--- config.mk ---
export PLATFORM = sky130hd
export DESIGN_NAME = pwm_cfg_sequencer
export DESIGN_NICKNAME = d
export VERILOG_FILES = /design/src/rtl/pwm_cfg_sequencer.sv
export SDC_FILE = /design/constraint.sdc
export NUM_CORES = 1
export LEC_CHECK = 0
export BUFFER_PORTS_ARGS = -buffer_cell sky130_fd_sc_hd__buf_2
export CORE_MARGIN = 1
export CORE_UTILIZATION = 30
export DETAILED_ROUTE_END_ITERATION = 8
export GPL_TIMING_DRIVEN = 0
export RECOVER_POWER = 25
export SYNTH_ARGS = -nofsm -noshare
export SYNTH_HDL_FRONTEND = slang
export SYNTH_SLANG_ARGS = --single-unit
--- constraint.sdc ---
create_clock -name clock -period 5.6 [get_ports clock]
set_input_delay 0.28 -clock clock [delete_from_list [all_inputs] [get_ports clock]]
set_output_delay 0.28 -clock clock [all_outputs]
set_load 0.01 [all_outputs]
--- src/rtl/pwm_cfg_sequencer.sv ---
// pwm_cfg_sequencer: register bank and commit/ramp sequencer that feeds step and
// interval values to a PWM generator.
// Latency: register writes take effect on the next edge; reg_rdata is valid one cycle after reg_rd.
// Backpressure: none; the strobes are one-cycle and always accepted, and period_tick is consumed when relevant.
// Ports:
//   clock, resetn (sync, active-low)
//   reg_wr/reg_rd/reg_addr/reg_wdata/reg_rdata : register access from the I2C slave
//   period_tick                                : period boundary pulse from the PWM generator
//   clock_step, fb_interval, pwm_en, busy      : outputs to the PWM generator and status
module pwm_cfg_sequencer #(
  parameter logic [15:0] RESET_STEP     = 16'd65535,
  parameter logic [15:0] RESET_INTERVAL = 16'd96,
  parameter logic [7:0]  RESET_RAMP_INC = 8'd1
) (
  input  logic        clock,
  input  logic        resetn,
  input  logic        reg_wr,
  input  logic        reg_rd,
  input  logic [7:0]  reg_addr,
  input  logic [7:0]  reg_wdata,
  output logic [7:0]  reg_rdata,
  input  logic        period_tick,
  output logic [15:0] clock_step,
  output logic [15:0] fb_interval,
  output logic        pwm_en,
  output logic        busy
);

  localparam logic [1:0] ST_IDLE    = 2'd0;
  localparam logic [1:0] ST_PENDING = 2'd1;
  localparam logic [1:0] ST_RAMP    = 2'd2;

  logic [15:0] shadow_step_q, shadow_step_d;
  logic [15:0] shadow_int_q,  shadow_int_d;
  logic [15:0] target_step_q, target_step_d;
  logic [15:0] target_int_q,  target_int_d;
  logic [15:0] clock_step_q,  clock_step_d;
  logic [15:0] fb_interval_q, fb_interval_d;
  logic [7:0]  ramp_inc_q,    ramp_inc_d;
  logic        enable_q,      enable_d;
  logic        ramp_en_q,     ramp_en_d;
  logic [1:0]  state_q,       state_d;
  logic [7:0]  rdata_q,       rdata_d;

  logic        ctrl_wr;
  logic        commit;
  logic [15:0] eff_inc;
  logic [15:0] diff;
  logic        step_up;
  logic        step_done;
  logic [15:0] step_next;

  assign ctrl_wr = reg_wr && (reg_addr == 8'h04);
  assign commit  = ctrl_wr && reg_wdata[1];

  // One ramp step toward the target. A zero increment would stall the ramp, so it acts as 1.
  // When the remaining distance fits in one step we land exactly on the target, which also
  // rules out wrapping past 0 or 0xFFFF.
  assign eff_inc   = (ramp_inc_q == 8'd0) ? 16'd1 : {8'd0, ramp_inc_q};
  assign step_up   = target_step_q > clock_step_q;
  assign diff      = step_up ? (target_step_q - clock_step_q) : (clock_step_q - target_step_q);
  assign step_done = diff <= eff_inc;
  assign step_next = step_done ? target_step_q :
                     (step_up ? (clock_step_q + eff_inc) : (clock_step_q - eff_inc));

  always_comb begin
    shadow_step_d = shadow_step_q;
    shadow_int_d  = shadow_int_q;
    target_step_d = target_step_q;
    target_int_d  = target_int_q;
    clock_step_d  = clock_step_q;
    fb_interval_d = fb_interval_q;
    ramp_inc_d    = ramp_inc_q;
    enable_d      = enable_q;
    ramp_en_d     = ramp_en_q;
    state_d       = state_q;
    rdata_d       = rdata_q;

    if (reg_wr) begin
      case (reg_addr)
        8'h00: shadow_step_d[7:0]  = reg_wdata;
        8'h01: shadow_step_d[15:8] = reg_wdata;
        8'h02: shadow_int_d[7:0]   = reg_wdata;
        8'h03: shadow_int_d[15:8]  = reg_wdata;
        8'h04: begin
          enable_d  = reg_wdata[0];
          ramp_en_d = reg_wdata[2];
        end
        8'h05: ramp_inc_d = reg_wdata;
        default: ;
      endcase
    end

    if (reg_rd) begin
      case (reg_addr)
        8'h00: rdata_d = shadow_step_q[7:0];
        8'h01: rdata_d = shadow_step_q[15:8];
        8'h02: rdata_d = shadow_int_q[7:0];
        8'h03: rdata_d = shadow_int_q[15:8];
        8'h04: rdata_d = {5'd0, ramp_en_q, 1'b0, enable_q};
        8'h05: rdata_d = ramp_inc_q;
        8'h06: rdata_d = {5'd0, state_q == ST_PENDING, enable_q, state_q != ST_IDLE};
        default: rdata_d = 8'h00;
      endcase
    end

    // Commit outranks a same-cycle tick; a disable write outranks it as well.
    if (commit) begin
      target_step_d = shadow_step_q;
      target_int_d  = shadow_int_q;
      if (reg_wdata[0]) begin
        state_d = ST_PENDING;
      end else begin
        clock_step_d  = shadow_step_q;
        fb_interval_d = shadow_int_q;
        state_d       = ST_IDLE;
      end
    end else if (ctrl_wr && !reg_wdata[0] && (state_q != ST_IDLE)) begin
      clock_step_d  = target_step_q;
      fb_interval_d = target_int_q;
      state_d       = ST_IDLE;
    end else if (period_tick) begin
      case (state_q)
        ST_PENDING: begin
          fb_interval_d = target_int_q;
          // The tick that leaves PENDING also takes the first ramp step.
          if (ramp_en_q && (clock_step_q != target_step_q)) begin
            clock_step_d = step_next;
            state_d      = step_done ? ST_IDLE : ST_RAMP;
          end else begin
            clock_step_d = target_step_q;
            state_d      = ST_IDLE;
          end
        end
        ST_RAMP: begin
          clock_step_d = step_next;
          state_d      = step_done ? ST_IDLE : ST_RAMP;
        end
        default: ;
      endcase
    end
  end

  always_ff @(posedge clock) begin
    if (!resetn) begin
      shadow_step_q <= RESET_STEP;
      shadow_int_q  <= RESET_INTERVAL;
      target_step_q <= RESET_STEP;
      target_int_q  <= RESET_INTERVAL;
      clock_step_q  <= RESET_STEP;
      fb_interval_q <= RESET_INTERVAL;
      ramp_inc_q    <= RESET_RAMP_INC;
      enable_q      <= 1'b0;
      ramp_en_q     <= 1'b0;
      state_q       <= ST_IDLE;
      rdata_q       <= 8'h00;
    end else begin
      shadow_step_q <= shadow_step_d;
      shadow_int_q  <= shadow_int_d;
      target_step_q <= target_step_d;
      target_int_q  <= target_int_d;
      clock_step_q  <= clock_step_d;
      fb_interval_q <= fb_interval_d;
      ramp_inc_q    <= ramp_inc_d;
      enable_q      <= enable_d;
      ramp_en_q     <= ramp_en_d;
      state_q       <= state_d;
      rdata_q       <= rdata_d;
    end
  end

  assign reg_rdata   = rdata_q;
  assign clock_step  = clock_step_q;
  assign fb_interval = fb_interval_q;
  assign pwm_en      = enable_q;
  assign busy        = state_q != ST_IDLE;

endmodule

Word level (Yosys, flattened, before mapping)
Index checks and enable logic that the tools add are counted.
{ "op_classes": {"n_addsub": 4, "n_lt_le_gt_ge": 2, "n_eq_ne": 10, "n_mux": 23, "reduce_logical": 21} }
{ "op_table": {"columns": ["operator", "n"], "rows": [
  ["$mux W16", 13],
  ["$pmux W8 S7", 1],
  ["$pmux W16 S2", 1],
  ["$sub A16 B16 Y16", 2],
  ["$eq A8 B3 Y1 const B", 3],
  ["$add A16 B8 Y16", 1],
  ["$eq A8 B2 Y1 const B", 2],
  ["$gt A16 B16 Y1", 1],
  ["$le A16 B8 Y1", 1],
  ["$logic_not A8 Y1", 2],
  ["$ne A16 B16 Y1", 1],
  ["$sub A16 B8 Y16", 1],
  ["$reduce_and A2 Y1", 7],
  ["$mux W2", 5],
  ["$eq A8 B1 Y1 const B", 1],
  ["$mux W8", 1],
  ["$reduce_and A3 Y1", 2],
  ["$reduce_bool A3 Y1", 2],
  ["$logic_and A1 B1 Y1", 5],
  ["$pmux W2 S2", 1],
  ["$reduce_bool A4 Y1", 1],
  ["$eq A2 B1 Y1 const B", 1],
  ["$eq A2 B2 Y1 const B", 1],
  ["$ne A2 B2 Y1 const B", 1],
  ["3 further kinds", 3]
]} }
{ "totals": {"ff_bits": 116, "inputBits": 21, "output_inout_bits": 42, "wordCells": 73} }

Longest topological paths before layout
{ "logic_depth": {"word_depth": 10, "ltp_mapped": 28, "ltp_nobuf": 25} }

Least setup slack after synthesis
Ideal clock, no wire load.
{ "synth_path": {"path_kind": "register to register", "startpoint": "register clock_step_q[1], in the netlist clock_step[1]", "endpoint": "register clock_step_q[8], in the netlist clock_step[8]", "setup_time_ns": 0.122, "t_arrival_ns": 5.653, "required_ns": 5.478, "path_slack_ns": -0.175, "path_stages_with_launch": 26, "path_buffers": 2, "period_less_slack_ns": 5.775, "path_cell_list": "dfxtp_1 -> inv_1 -> fa_1 -> a211o_1 -> o2111ai_2 -> a21oi_2 -> o221a_1 -> buf_6 -> inv_1 -> buf_4 -> mux2i_1 -> o21ai_0 -> a221oi_1 -> o21ai_0 -> a221oi_1 -> xnor2_1 -> ha_1 -> nand4_1 -> or2_2 -> o21ai_0 -> o2111ai_1 -> or4_1 -> a2111o_1 -> o21ai_4 -> mux2i_1 -> o32a_1"} }
{ "synth_between": {"elab_chain_len": 9, "elab_cells_between_ends": 16, "classes_between": "4 x add/sub; 2 x order compare; 1 x eq/ne; 8 x mux; 1 x reduce/logical"} }
{ "synth_rtl": {"columns": ["item", "line_no", "text"], "rows": [
  ["from (decl)", "37", "logic [15:0] clock_step_q, clock_step_d;"],
  ["from (signal assigned)", "162", "clock_step_q <= clock_step_d;"],
  ["$sub A16 B16 Y16 or $gt A16 B16 Y1 (tied branches)", "61, 60", null],
  ["$mux W16", "61", "assign diff = step_up ? (target_step_q - clock_step_q) : (clock_step_q - target_step_q);"],
  ["$le A16 B8 Y1", "62", "assign step_done = diff <= eff_inc;"],
  ["$mux W16", "63", "assign step_next = step_done ? target_step_q :"],
  ["$mux W16", "127", "if (ramp_en_q && (clock_step_q != target_step_q)) begin"],
  ["$pmux W16 S2 *", "123", "case (state_q)"],
  ["$mux W16 *", "122", "end else if (period_tick) begin"],
  ["$mux W16 *", "118", "end else if (ctrl_wr && !reg_wdata[0] && (state_q != ST_IDLE)) begin"],
  ["$mux W16 *", "108", "if (commit) begin"]
]} }
Every way passes the cells marked *; elsewhere a longest branch is shown, timed or not. The select of a mux whose other input is x is not followed.
A chain may end at the register's enable or synchronous reset.

Final worst setup path
{ "layout_path": {"startpoint": "register target_step_q[0]", "endpoint": "register clock_step_q[4], in the netlist clock_step[4]"} }
{ "layout_between": {"elab_chain_len": 9, "elab_cells_between_ends": 14, "classes_between": "2 x add/sub; 2 x order compare; 1 x eq/ne; 8 x mux; 1 x reduce/logical"} }
{ "layout_rtl": {"columns": ["item", "line_no", "text"], "rows": [
  ["from (decl)", "35", "logic [15:0] target_step_q, target_step_d;"],
  ["from (signal assigned)", "160", "target_step_q <= target_step_d;"],
  ["$sub A16 B16 Y16 or $gt A16 B16 Y1 (tied branches)", "61, 60", null],
  ["$mux W16", "61", null],
  ["$le A16 B8 Y1", "62", null],
  ["$mux W16", "63", null],
  ["$mux W16", "127", null],
  ["$pmux W16 S2 *", "123", null],
  ["$mux W16 *", "122", null],
  ["$mux W16 *", "118", null],
  ["$mux W16 *", "108", null]
]} }
Marked as above.

==> out/metrics.cfg <==
[run_status]
outcome = finished, violations left
violations = negative setup slack

[synthesis]
syn-cell-area_mm2 = 0.007654
synth-simple-area-share_pct = 19.58
synth-compound-area-share_pct = 20.17
ys.warnings.count = 0
synthAdderAreaFrac_pct = 9.940
synth_xor_area_share_pct = 4.120
ys_ff_latch = 116
postSynthNetCount = 997
synth_cells = 917
synth_cell_type_count = 73
synth_edf_count = 0
async_reset_ff_share_pct = 0
synth_top_family_by_area = compound AO/OA/AOI/OAI gates
syn_avg_cell_area_um2 = 8.346
ys.flop_type = dfxtp_1
ys_seq_area_share_pct = 30.34
synth_mux_area_share_pct = 9.024

[final_layout]
drive_gt1_share_pct = 15.68
fillers = 2636
design_area_mm2 = 0.009336
post-route-util_pct = 37.18
multi_input_area_mm2 = 0.004989
ff_latch_area_mm2 = 0.002342
antenna_cells = 0
area_growth_pct = 21.99
nNetsFinal = 1094

[placement]
gp_congestion = 0.9621
port_buffers = 58
pre_cts_ws_ps = -1088
dp.final_hpwl_um = 18260
post_dp_cell_area_mm2 = 0.008403

[sta]
holdWs_ps = 189.1
min_period_over_period_pct = 103.1
fin_ws_ps = -175.9
fin_setup_tns_ps = -1640
setup_viol = 15
period_needed_ps = 5776
drv_slew = 0
maxSlewHeadroom_pct = 16.21
hold_viol = 0
worstMarginPinSlew_ps = 1245
fmax_mhz = 173.1
grt_setup_unrepaired = yes
final.setup_skew_ps = 12.73

[route]
vias_per_cell = 5.249
drtPass1Iterations = 5
vias = 7123
drt_wl_total_um = 24100
drc = 0
antenna_left = 0
drt_iter0_drc = 558
routedWlPerCell_um = 17.76

[grt]
grt_pass1_wl_um = 37680
grt-busiest-layer = met2
grt_overflow = 0
grt_use_met2_pct = 30.62
use_met3_pct = 3.320
grt_max_degree = 17
grt_pass1_vias = 6820
grt_use_met1_pct = 24.14
antenna_found_initial = 0
gr-usage-all-layers_pct = 18.65

[die]
die_width_um = 161.7
rows = 58
design.core.area_mm2 = 0.02511
initial_core_util_pct = 30.48
dieArea_mm2 = 0.02616
io-pin-count = 63
die-height_um = 161.7

[run]
drv_cap = 0

[clocking]
clkTransAtPathRegs_ps = 60
cts_tree = built
cts_max_level = 4
clock_tree.root_cell = clkbuf_16
cts_buffers = 17
worstSkewPairLatency_ps = 430
clkSinkCount = 116
clockBufferDepth = 2

[pwr]
p_leak_nw = 4.179
peakVddDrop_uv = 181.9
powerDensity_mw_per_mm2 = 220.6

[hold_path]
hp-class = in2reg

[critical_path]
worstPathRequired_ps = 5850
critPathKind = reg2reg
critPathArrivalTime_ps = 6030
crit_path_end_kind = register
cpMaxStageDelayCell = or4_4
worstSetupStartpointType = register
cpPeakStageDelay_ps = 540
critPathMaxFanout = 5

synth_stat cells, drive strengths merged (3+ instances only):
cell     number  share of area, %
nor3          8              0.59
mux2          4              0.59
a21boi        5              0.54
nand3b        5              0.49
o21ai        44               3.0
dfxtp       116                30
a221oi        6              0.69
a31oi        13               1.1
ha           56               9.2
buf          20               1.6
a41oi         7               1.0
xnor2        21               2.4
and3          6              0.49
clkbuf       38               1.9
a2111oi       5              0.65
mux2i        51               6.7
o211ai       20               2.0
nand2b        7              0.57
o221ai        5              0.57
a2111o        3              0.44
fa            3              0.78
a211oi        3              0.29
mux4          6               1.8
and2         16               1.3
o2111ai       3              0.43
nand2       105               5.1
inv          68               3.3
o22ai         9              0.74
nand4         6              0.49
o211a        15               2.0
or4           3              0.34
a21oi        40               2.9
nand3        33               2.2
nor2         48               2.4
nor4          3              0.25
xor2         15               1.7
nor3b         5              0.49
nor2b        56               4.6
a32oi         5              0.57
o21a          4              0.39
a21o          7              0.69
path summary, 6_finish.rpt:
path | startpoint | endpoint | slack, ps | cells past startpoint
setup / recovery | target_step_q[0] | clock_step[4] | -180 | 28
setup reg to reg | target_step_q[0] | clock_step[4] | -180 | 28
hold / removal | reg_wdata[7] | shadow_step_q[7] | 190 | 3
hold reg to reg | target_int_q[6] | target_int_q[6] | 460 | 2
registers in the layout (all words and copies together), names as in the netlist:
signal         count
clock_step        16
fb_interval       16
shadow_int_q      16
shadow_step_q     16
target_int_q      16
target_step_q     16
ramp_inc_q         8
reg_rdata          8
state_q            2
pwm_en             1
ramp_en_q          1
final cells by class:
| cell class | instances | area share [%] |
|---|---|---|
| clock buffers | 19 | 4.744 |
| repair buffers | 79 | 4.664 |
| flip-flops and latches | 116 | 25.09 |
| plain buffers | 57 | 3.203 |
| multi-input cells | 675 | 53.43 |
| well taps | 330 | 4.422 |
| inverters | 68 | 2.761 |
| clock inverters | 13 | 1.689 |
placed cells by master, fill, tap and decap left out, types with 36 or more instances in the layout:
master,Yosys,routed
nand2_1,105,104
dfxtp_1,116,102
inv_1,68,64
clkbuf_1,38,61
nor2b_1,56,56
ha_1,56,53
mux2i_1,51,51
nor2_1,48,48
a21oi_1,37,37
buf_2,6,36
timing repair:
item / CTS / global route
setup buffers: 17 / 4
endpoints found under the setup margin: 17 / 17
cloned: 1 / 0
resized for setup: 42 / 11
hold buffers: 0 / 0
pin swaps: 27 / 8
critical path, delay by kind of cell (launching register included):
kind	cells	cell delay (ps)
buffers and inverters	6	610
AO/OA/AOI/OAI	13	2510
AND/OR/NAND/NOR	3	890
multiplexers	2	340
flip-flops	1	320
XOR/XNOR	1	100
adder cells (fa/ha/maj)	3	830
metal layers:
| layer | vias up | wire [um] | share of wire, % |
|---|---|---|---|
| met5 | - | 0 | 0 |
| met4 | 0 | 747 | 3.1 |
| met3 | 49 | 1202 | 5.0 |
| met2 | 230 | 11190 | 46 |
| met1 | 3397 | 10960 | 45 |
| li1 | 3447 | - | - |
per-stage QoR:
| step | std cells | total power [mW] |
|---|---|---|
| 6_report | 1357 | 2.060 |
| 5_1_grt | 1357 | 2.115 |
| 3_5_place_dp | 1305 | 0.9514 |
| 4_1_cts | 1355 | 2.064 |
| 2_1_floorplan | 917 | 0.9139 |
| 3_3_place_gp | 1305 | 0.9513 |
power breakdown:
part           total, mW  leakage [nW]  switching [mW]  internal (mW)
logic              0.114          2.96          0.0703         0.0442
clock network       1.12         0.285           0.409          0.709
registers          0.827         0.930         0.00101          0.826
cell families after synthesis:
family,count (synthesis)
adder cells (fa/ha/maj),59
buffers and inverters,126
AO/OA/AOI/OAI,214
XOR/XNOR,36
flip-flops,116
multiplexers,61
AND/OR/NAND/NOR,305
Power figures use the tool's default switching activity.
